$ cat src/rtl/decode_stage.sv
// RV64I instruction-decode stage: IF/ID holding register, decode, register-file
// read with writeback bypass, load-use stall, and a registered ID/EX output.
module decode_stage #(
   parameter int XLEN = 64
) (
   input  logic            clk,
   input  logic            reset,
   input  logic            flush,
   input  logic            in_valid,
   output logic            in_ready,
   input  logic [31:0]     in_instr,
   input  logic [XLEN-1:0] in_pc,
   output logic [4:0]      read_reg1,
   output logic [4:0]      read_reg2,
   input  logic [XLEN-1:0] read_data1,
   input  logic [XLEN-1:0] read_data2,
   input  logic            wb_reg_write,
   input  logic [4:0]      wb_write_reg,
   input  logic [XLEN-1:0] wb_write_data,
   output logic            out_valid,
   input  logic            out_ready,
   output logic [XLEN-1:0] out_pc,
   output logic [XLEN-1:0] out_rs1_data,
   output logic [XLEN-1:0] out_rs2_data,
   output logic [XLEN-1:0] out_imm,
   output logic [4:0]      out_rd,
   output logic [6:0]      out_opcode,
   output logic [2:0]      out_funct3,
   output logic            out_funct7b5,
   output logic            out_reg_write,
   output logic            out_alu_src_imm,
   output logic            out_mem_read,
   output logic            out_mem_write,
   output logic            out_branch,
   output logic            out_jump,
   output logic            out_word_op,
   output logic            out_illegal
);

   typedef enum logic [6:0] {
      OPC_LUI       = 7'b0110111,
      OPC_AUIPC     = 7'b0010111,
      OPC_JAL       = 7'b1101111,
      OPC_JALR      = 7'b1100111,
      OPC_BRANCH    = 7'b1100011,
      OPC_LOAD      = 7'b0000011,
      OPC_STORE     = 7'b0100011,
      OPC_OP_IMM    = 7'b0010011,
      OPC_OP        = 7'b0110011,
      OPC_OP_IMM_32 = 7'b0011011,
      OPC_OP_32     = 7'b0111011
   } opcode_e;

   logic            id_valid;
   logic [31:0]     id_instr;
   logic [XLEN-1:0] id_pc;

   opcode_e         opcode;
   logic            legal, use_rs1, use_rs2, alu_src_imm, word_op;
   logic            reg_write, mem_read, mem_write, branch, jump;
   logic [XLEN-1:0] imm, imm_i, imm_s, imm_b, imm_u, imm_j;
   logic [XLEN-1:0] rs1_data, rs2_data;
   logic [4:0]      rd;
   logic            hazard, ex_adv, id_fire;

   assign opcode = opcode_e'(id_instr[6:0]);

   assign imm_i = {{(XLEN-12){id_instr[31]}}, id_instr[31:20]};
   assign imm_s = {{(XLEN-12){id_instr[31]}}, id_instr[31:25], id_instr[11:7]};
   assign imm_b = {{(XLEN-13){id_instr[31]}}, id_instr[31], id_instr[7],
                   id_instr[30:25], id_instr[11:8], 1'b0};
   assign imm_u = {{(XLEN-32){id_instr[31]}}, id_instr[31:12], 12'b0};
   assign imm_j = {{(XLEN-21){id_instr[31]}}, id_instr[31], id_instr[19:12],
                   id_instr[20], id_instr[30:21], 1'b0};

   // NOTE: every output of this block gets a default first, so no path through the case can infer a latch.
   always_comb begin
      legal       = 1'b0;
      use_rs1     = 1'b0;
      use_rs2     = 1'b0;
      alu_src_imm = 1'b0;
      word_op     = 1'b0;
      imm         = '0;
      case (opcode)
         OPC_LUI, OPC_AUIPC: begin legal = 1'b1; alu_src_imm = 1'b1; imm = imm_u; end
         OPC_JAL:            begin legal = 1'b1; alu_src_imm = 1'b1; imm = imm_j; end
         OPC_JALR, OPC_LOAD, OPC_OP_IMM: begin
            legal = 1'b1; use_rs1 = 1'b1; alu_src_imm = 1'b1; imm = imm_i;
         end
         OPC_BRANCH:         begin legal = 1'b1; use_rs1 = 1'b1; use_rs2 = 1'b1; imm = imm_b; end
         OPC_STORE: begin
            legal = 1'b1; use_rs1 = 1'b1; use_rs2 = 1'b1; alu_src_imm = 1'b1; imm = imm_s;
         end
         OPC_OP:             begin legal = 1'b1; use_rs1 = 1'b1; use_rs2 = 1'b1; end
         OPC_OP_IMM_32: begin
            legal = 1'b1; use_rs1 = 1'b1; alu_src_imm = 1'b1; word_op = 1'b1; imm = imm_i;
         end
         OPC_OP_32:          begin legal = 1'b1; use_rs1 = 1'b1; use_rs2 = 1'b1; word_op = 1'b1; end
         default: ;
      endcase
   end

   // Illegal opcodes fall out as zero here because none of them match.
   assign reg_write = legal && (opcode != OPC_BRANCH) && (opcode != OPC_STORE);
   assign mem_read  = (opcode == OPC_LOAD);
   assign mem_write = (opcode == OPC_STORE);
   assign branch    = (opcode == OPC_BRANCH);
   assign jump      = (opcode == OPC_JAL) || (opcode == OPC_JALR);
   assign rd        = reg_write ? id_instr[11:7] : '0;

   assign read_reg1 = (id_valid && use_rs1) ? id_instr[19:15] : '0;
   assign read_reg2 = (id_valid && use_rs2) ? id_instr[24:20] : '0;

   assign rs1_data = (wb_reg_write && wb_write_reg != '0 && wb_write_reg == read_reg1)
                     ? wb_write_data : read_data1;
   assign rs2_data = (wb_reg_write && wb_write_reg != '0 && wb_write_reg == read_reg2)
                     ? wb_write_data : read_data2;

   // Unused operands read x0, and out_rd is nonzero here, so they can never match.
   assign hazard   = id_valid && out_valid && out_mem_read && (out_rd != '0) &&
                     ((out_rd == read_reg1) || (out_rd == read_reg2));
   assign ex_adv   = !out_valid || out_ready;
   assign id_fire  = id_valid && ex_adv && !hazard;
   assign in_ready = !flush && (!id_valid || id_fire);

   // NOTE: state registers use non-blocking assignments so every flop samples pre-edge values.
   always_ff @(posedge clk) begin
      if (reset || flush) begin
         id_valid <= 1'b0;
         id_instr <= '0;
         id_pc    <= '0;
      end else if (in_valid && in_ready) begin
         id_valid <= 1'b1;
         id_instr <= in_instr;
         id_pc    <= in_pc;
      end else if (id_fire) begin
         id_valid <= 1'b0;
      end
   end

   always_ff @(posedge clk) begin
      if (reset || flush) begin
         out_valid       <= 1'b0;
         out_pc          <= '0;
         out_rs1_data    <= '0;
         out_rs2_data    <= '0;
         out_imm         <= '0;
         out_rd          <= '0;
         out_opcode      <= '0;
         out_funct3      <= '0;
         out_funct7b5    <= 1'b0;
         out_reg_write   <= 1'b0;
         out_alu_src_imm <= 1'b0;
         out_mem_read    <= 1'b0;
         out_mem_write   <= 1'b0;
         out_branch      <= 1'b0;
         out_jump        <= 1'b0;
         out_word_op     <= 1'b0;
         out_illegal     <= 1'b0;
      end else if (ex_adv) begin
         out_valid <= id_fire;
         if (id_fire) begin
            out_pc          <= id_pc;
            out_rs1_data    <= rs1_data;
            out_rs2_data    <= rs2_data;
            out_imm         <= imm;
            out_rd          <= rd;
            out_opcode      <= id_instr[6:0];
            out_funct3      <= id_instr[14:12];
            out_funct7b5    <= id_instr[30];
            out_reg_write   <= reg_write;
            out_alu_src_imm <= alu_src_imm;
            out_mem_read    <= mem_read;
            out_mem_write   <= mem_write;
            out_branch      <= branch;
            out_jump        <= jump;
            out_word_op     <= word_op;
            out_illegal     <= !legal;
         end
      end
   end

endmodule

$ cat config.mk
export PLATFORM = sky130hd
export DESIGN_NAME = decode_stage
export DESIGN_NICKNAME = d
export VERILOG_FILES = /design/src/rtl/decode_stage.sv
export SDC_FILE = /design/constraint.sdc
export NUM_CORES = 1
export LEC_CHECK = 0
export ABC_AREA = 0
export ABC_CLOCK_PERIOD_IN_PS = 6000
export CORE_AREA = 2 2 233 235
export DETAILED_ROUTE_END_ITERATION = 6
export DIE_AREA = 0 0 235 237
export SETUP_SLACK_MARGIN = 0.4
export SYNTH_ARGS = -nofsm -noshare
export SYNTH_HDL_FRONTEND = slang
export SYNTH_SLANG_ARGS = --single-unit
export TNS_END_PERCENT = 100
$ cat constraint.sdc
create_clock -name clk -period 6 [get_ports clk]
set_clock_uncertainty 0.15 [all_clocks]
set_input_delay 1.2 -clock clk [delete_from_list [all_inputs] [get_ports clk]]
set_output_delay 1.2 -clock clk [all_outputs]
set_load 0.01 [all_outputs]
==> results of run 1 <==
-- flip-flops by register name (all words and copies together) (netlist names) --
register	flops
out_illegal	1
id_pc	64
out_funct3	3
out_word_op	1
out_imm	32
out_rs1_data	64
out_pc	64
out_opcode	7
out_branch	1
out_funct7b5	1
out_alu_src_imm	1
out_jump	1
out_rd	5
out_mem_read	1
out_reg_write	1
out_mem_write	1
out_valid	1
out_rs2_data	64
id_valid	1
id_instr	32
-- metrics by stage --
| stage | cell area (um2) | cells |
|---|---|---|
| 6_report | 23100 | 2905 |
| 5_1_grt | 23100 | 2903 |
| 4_1_cts | 23100 | 2898 |
| 3_5_place_dp | 21700 | 2827 |
| 3_3_place_gp | 21700 | 2827 |
| 2_1_floorplan | 15700 | 1752 |
-- metal layers --
layer | track usage, % | routed length [um] | up-vias
met2 | 34.7 | 29900 | 577
met3 | 6.34 | 5180 | 102
met4 | 7.50 | 1730 | 0
li1 | - | - | 7283
met1 | 28.3 | 27400 | 7600
met5 | 0 | 0 | -
-- worst max-delay path, stage by stage, from the launching register on --
cell	delay, ps
dfxtp_1	430
or2_1	360
a211o_1	340
a21oi_2	330
a21boi_1	180
nor4_4	520
nor4_1	110
clkdlybuf4s50_1	510
-- logic make-up (layout without fill, tap and decap cells) --
| kind of cell | Yosys count | count (layout) | synth area share (%) |
|---|---|---|---|
| buf+inv | 238 | 688 | 7.63 |
| flops | 346 | 346 | 44.0 |
| other cells | 0 | 7 | 0 |
| mux | 128 | 128 | 8.14 |
| simple gates | 286 | 286 | 9.67 |
| xor+xnor | 10 | 10 | 0.556 |
| compound gates | 744 | 744 | 30.0 |
-- how the worst max path moves through the flow --
stage          cells after the start                startpoint                             to  slack (ps)
4_1_cts                            7  id_instr[2]$_SDFFE_PP0P_                       in_ready        1310
3_3_place_gp                       9           wb_write_reg[4]  out_rs2_data[36]$_SDFFE_PP0P_        1830
2_1_floorplan                      9  id_instr[6]$_SDFFE_PP0P_                       in_ready        2250
5_1_grt                            7  id_instr[4]$_SDFFE_PP0P_                       in_ready        1100
6_report                           7  id_instr[2]$_SDFFE_PP0P_                       in_ready        1310
3_5_place_dp                       9           wb_write_reg[4]  out_rs2_data[34]$_SDFFE_PP0P_        1760
-- cell usage in the layout (no fill, tap or decap), types with 9 or more instances in the layout --
master	count
a21oi_1	365
clkdlybuf4s50_1	590
and2_1	11
a211oi_1	50
buf_4	10
buf_12	12
clkbuf_16	45
xnor2_1	9
o21ai_0	189
a211oi_2	104
nand3_1	179
dfxtp_1	346
nor3_1	11
nand4_1	15
mux2i_1	128
nor2_1	15
nand2_1	16
-- Yosys cell counts (3+ instances only) --
library cell	instances	area, um2
and2_1	11	68.8
nand4_1	15	93.8
xnor2_1	9	78.8
a211oi_1	50	375
a211oi_2	104	1300
nand2b_1	3	18.8
o21ai_0	189	946
nor3_1	11	55.1
buf_2	59	295
nor2b_1	3	18.8
clkbuf_2	10	50.1
nand3_1	179	896
a31oi_1	4	25.0
a21oi_1	365	1830
nor4_1	5	31.3
buf_6	12	135
nand2_1	16	60.1
inv_1	5	18.8
buf_4	35	263
clkbuf_1	101	379
buf_1	16	60.1
nor2_1	17	63.8
dfxtp_1	346	6930
or2_2	4	25.0
o21ai_1	6	30.0
mux2i_1	128	1280
a22oi_1	5	37.5
and3_1	5	31.3
-- where the power goes --
group | leakage (uW) | switching (uW) | total [uW] | internal, uW
clock | 0.000678 | 1020 | 2600 | 1590
combinational | 0.00452 | 229 | 500 | 271
sequential | 0.00279 | 22.9 | 2350 | 2330
total | 0.00799 | 1270 | 5450 | 4180
-- area by class of cell --
type,count,area [um2],area share [%]
Sequential cell,346,6930,30.0
Clock inverter,12,151,0.655
Multi-Input combinational cell,1168,7660,33.1
Antenna cell,7,17.5,0.0758
Timing Repair Buffer,612,6220,26.9
Clock buffer,59,1260,5.44
Tap cell,696,871,3.77
Inverter,5,18.8,0.0812
==> impl_metrics.ini, run 1 <==
[outcome]
status = complete, no violations

[clocking]
ctsResizeCount = 0
cts_buffer_depth = 3
postCtsSetupBuffers = 0
cts_buffers = 43
worstSkewPairLatency_ps = 560
cts_hold_buf = 0
cts.sinks = 346
cts_tree = yes
htree_num_levels = 2
root_buffer = clkbuf_16
cts.clk_slew.worst_paths_ps = 60

[floorplanning]
io_pins = 591
start_util_pct = 29.5
die_y_um = 237
row_count = 85
die_area_um2 = 55700
die_w_um = 235
core_um2 = 53300

[routing]
drtIter0Drc = 1020
ant_nets = 0
drcViolationCount = 0
wirelength_um = 64200
wl_per_cell_um = 22.1
dr.pass1.iters = 5
viasPerCell = 5.36
num_vias = 15600

[min_path]
worstHoldStart = id_pc[0]$_SDFFE_PP0P_
min_path_cells = 2
hp-class = register to register
whs_endpoint = out_pc[0]$_SDFFE_PP0P_

[place]
dp_hpwl_um = 43400
gp_congestion = 0.937
io_buffers = 590
dp_worst_setup_slack_ps = 1760

[timing]
setup_viol = 0
rsz0062_at_grt = false
worst_slew_pin_slew_ps = 1180
fin_crit_ps = 4690
final.period_utilization_pct = 78.2
timing.fmax_mhz = 213
setup_ws_ps = 1310
hold_viol_final = 0
relSlewSlack_pct = 21.5
slew_viol_final = 0
tns_ps = 0
fin_hold_ws_ps = 309

[global_routing]
grt_max_degree = 187
grt_pass1_vias = 15200
grt.total_usage_pct = 21.9
grt_pass1_wl_um = 96500
overflow = 0
antenna_found_initial = 7

[synthesis]
syn-instance-count = 1752
async_reset_ff_share_pct = 0
synth.distinct_cells = 59
synth_edf_count = 0
syn-cell-area_um2 = 15700
synth_seq_cells = 346
yosysSeqAreaShare_pct = 44.0
synth_nets = 2051
synth-warning-count = 0
avgSynthCellArea_um2 = 8.98
synthFlopType = dfxtp_1

[power_and_ir_drop]
total_power_uw = 5450
power_density_nw_per_um2 = 236
ir_worst_vdd_v = 0.000172
p_leak_uw = 0.00799

[layout]
area_growth_pct = 46.9
fin_nets = 2475
finish.utilization_pct = 43.4
nFillCells = 5109
drive_gt1_share_pct = 9.36

[worst_setup_path]
arrival_ps = 3340
rr_startpoint = id_instr[3]$_SDFFE_PP0P_
cp_max_fo = 14
worstSetupPathType = register to output pin
r2r_end = id_pc[17]$_SDFFE_PP0P_
worstRegToRegCells = 9
required_ps = 4650
cp-start-kind = register
r2r_slack_ps = 2100
end_kind = output pin

[run]
drv_cap = 0
Power figures use the tool's default switching activity.
==> run 2: changes to the inputs <==
--- a/config.mk
+++ b/config.mk
@@ -6,10 +6,10 @@
 export NUM_CORES = 1
 export LEC_CHECK = 0
 export ABC_AREA = 0
-export ABC_CLOCK_PERIOD_IN_PS = 6000
-export CORE_AREA = 2 2 233 235
+export ABC_CLOCK_PERIOD_IN_PS = 3760
+export CORE_AREA = 2 2 227 229
 export DETAILED_ROUTE_END_ITERATION = 6
-export DIE_AREA = 0 0 235 237
+export DIE_AREA = 0 0 229 231
 export SETUP_SLACK_MARGIN = 0.4
 export SYNTH_ARGS = -nofsm -noshare
 export SYNTH_HDL_FRONTEND = slang
==> constraint.sdc (replaced) <==
create_clock -name clk -period 3.76 [get_ports clk]
set_clock_uncertainty 0.15 [all_clocks]
set_input_delay 0.752 -clock clk [delete_from_list [all_inputs] [get_ports clk]]
set_output_delay 0.752 -clock clk [all_outputs]
set_load 0.01 [all_outputs]
==> impl_metrics.ini, run 2 (synthesis gave the netlist of run 1 again) <==
[outcome]
status = complete, no violations

[worst_setup_path]
worstRegToRegCells = 10
worstSetupPathType = register to output pin
required_ps = 2860
critPathBufInv = 3
cp_max_fo = 5
cp.depth = 9
max_stage_delay_ps = 370
arrival_ps = 2580
end_kind = output pin
critPathTopFamily = simple AND/OR/NAND/NOR gates
path_cells = or2_4 > buf_6 > a2111oi_4 > buf_4 > o221ai_2 > nand4_1 > nor4_4 > nor4_2 > buf_2
cp-start-kind = register
slowest_stage = a2111oi_4

[power_and_ir_drop]
p_leak_uw = 0.00831
power_density_nw_per_um2 = 364
ir_worst_vdd_v = 0.000262

[timing]
worst_slew_pin_slew_ps = 703
tns_ps = 0
setup_viol = 0
rsz0062_at_grt = true
relSlewSlack_pct = 53.2
fin_crit_ps = 3490
final.period_utilization_pct = 92.7
slew_viol_final = 0
timing.fmax_mhz = 287
hold_viol_final = 0

[floorplanning]
core_um2 = 50700
row_count = 83
die_area_um2 = 52900
start_util_pct = 31.1
die_w_um = 229
die_y_um = 231
io_pins = 591

[routing]
viasPerCell = 5.41
wl_per_cell_um = 23.0
dr.pass1.iters = 6
drcViolationCount = 0
num_vias = 15900
ant_nets = 0
drtIter0Drc = 1203
wirelength_um = 67400

[layout]
nFillCells = 4941
final_common_cell = clkdlybuf4s50_1
finish.utilization_pct = 46.6
drive_gt1_share_pct = 11.9
finish.instance_area_um2 = 23600
area_growth_pct = 50.0
layout_common_cells = clkdlybuf4s50_1, a21oi_1, dfxtp_1
fin_nets = 2523

[clocking]
cts_hold_buf = 0
cts_buffer_depth = 3
worstSkewPairLatency_ps = 550
cts_buffers = 42
htree_num_levels = 2
root_buffer = clkbuf_16
cts_tree = yes
cts.clk_slew.worst_paths_ps = 60
cts.sinks = 346

[place]
placed_cell_area_um2 = 22000
gp_congestion = 0.917
dp_hpwl_um = 45500
io_buffers = 590

[global_routing]
grt_pass1_wl_um = 97400
antenna_found_initial = 11
grt_pass1_vias = 15300
overflow = 0
grt_max_degree = 188
grt.total_usage_pct = 23.6

[min_path]
min_path_cells = 2
hp-class = register to register

[run]
drv_cap = 0
[run 2: cell types whose count changed in the layout (fill, tap and decap cells not counted), moves of 4 or more]
cell and change:
buf_4 +36, buf_6 +6, buf_12 +5, dlygate4sd2_1 +8, clkdlybuf4s50_1 -9, clkbuf_1 +4
[run 2: through the flow]
| stage | setup slack, ps | instances | total power, uW | hold slack (ps) |
|---|---|---|---|---|
| finish | 274 | 2937 | 8600 | 308 |
| global route | 187 | 2935 | 8920 | 317 |
| CTS | 234 | 2925 | 8700 | 303 |
| detailed placement | 131 | 2848 | 4650 | 299 |
| global placement | 201 | 2848 | 4640 | 293 |
| floorplan | 454 | 1752 | 4140 | 290 |
[run 2: repair_timing]
item,4_1_cts,5_1_grt
gates cloned,0,3
pin swaps,7,6
gates resized for setup,21,25
hold endpoints to repair,0,0
setup endpoints to repair,304,194
buffers inserted,5,4
[run 2: worst reg2reg max path, delay by kind of cell, from the launching register on]
kind / cells / cell delay (ps)
AND/OR/NAND/NOR: 2 / 1080
buffers and inverters: 3 / 680
AO/OA/AOI/OAI: 5 / 890
flip-flops: 1 / 350
[run 2: worst paths after layout]
| kind | start | end | slack (ps) |
|---|---|---|---|
| max reg2reg | id_instr[2]$_SDFFE_PP0P_ | out_rs2_data[26]$_SDFFE_PP0P_ | 450 |
| min | id_pc[7]$_SDFFE_PP0P_ | out_pc[7]$_SDFFE_PP0P_ | 310 |
| min reg2reg | id_pc[7]$_SDFFE_PP0P_ | out_pc[7]$_SDFFE_PP0P_ | 310 |
| max | id_instr[2]$_SDFFE_PP0P_ | in_ready | 270 |
[run 2: cell type report]
cell class | count | area (um2) | area share, %
Clock buffer | 62 | 1240 | 5.24
Multi-Input combinational cell | 1168 | 7750 | 32.8
Antenna cell | 5 | 12.5 | 0.0530
Tap cell | 680 | 851 | 3.60
Clock inverter | 10 | 109 | 0.461
Timing Repair Buffer | 661 | 6690 | 28.4
Inverter | 5 | 18.8 | 0.0795
Sequential cell | 346 | 6940 | 29.4
[run 2: layer usage]
layer | global-route usage [%] | part of all wire, %
met5 | 0 | 0.099
met4 | 8.99 | 3.4
met3 | 7.16 | 8.9
met2 | 37.1 | 46
met1 | 30.3 | 42
[run 2: power by group]
group	internal, uW	total [uW]	switching, uW	leakage [uW]
sequential	3710	3750	33.4	0.00280
combinational	447	830	382	0.00485
clock	2400	4030	1620	0.000659
total	6560	8600	2040	0.00831
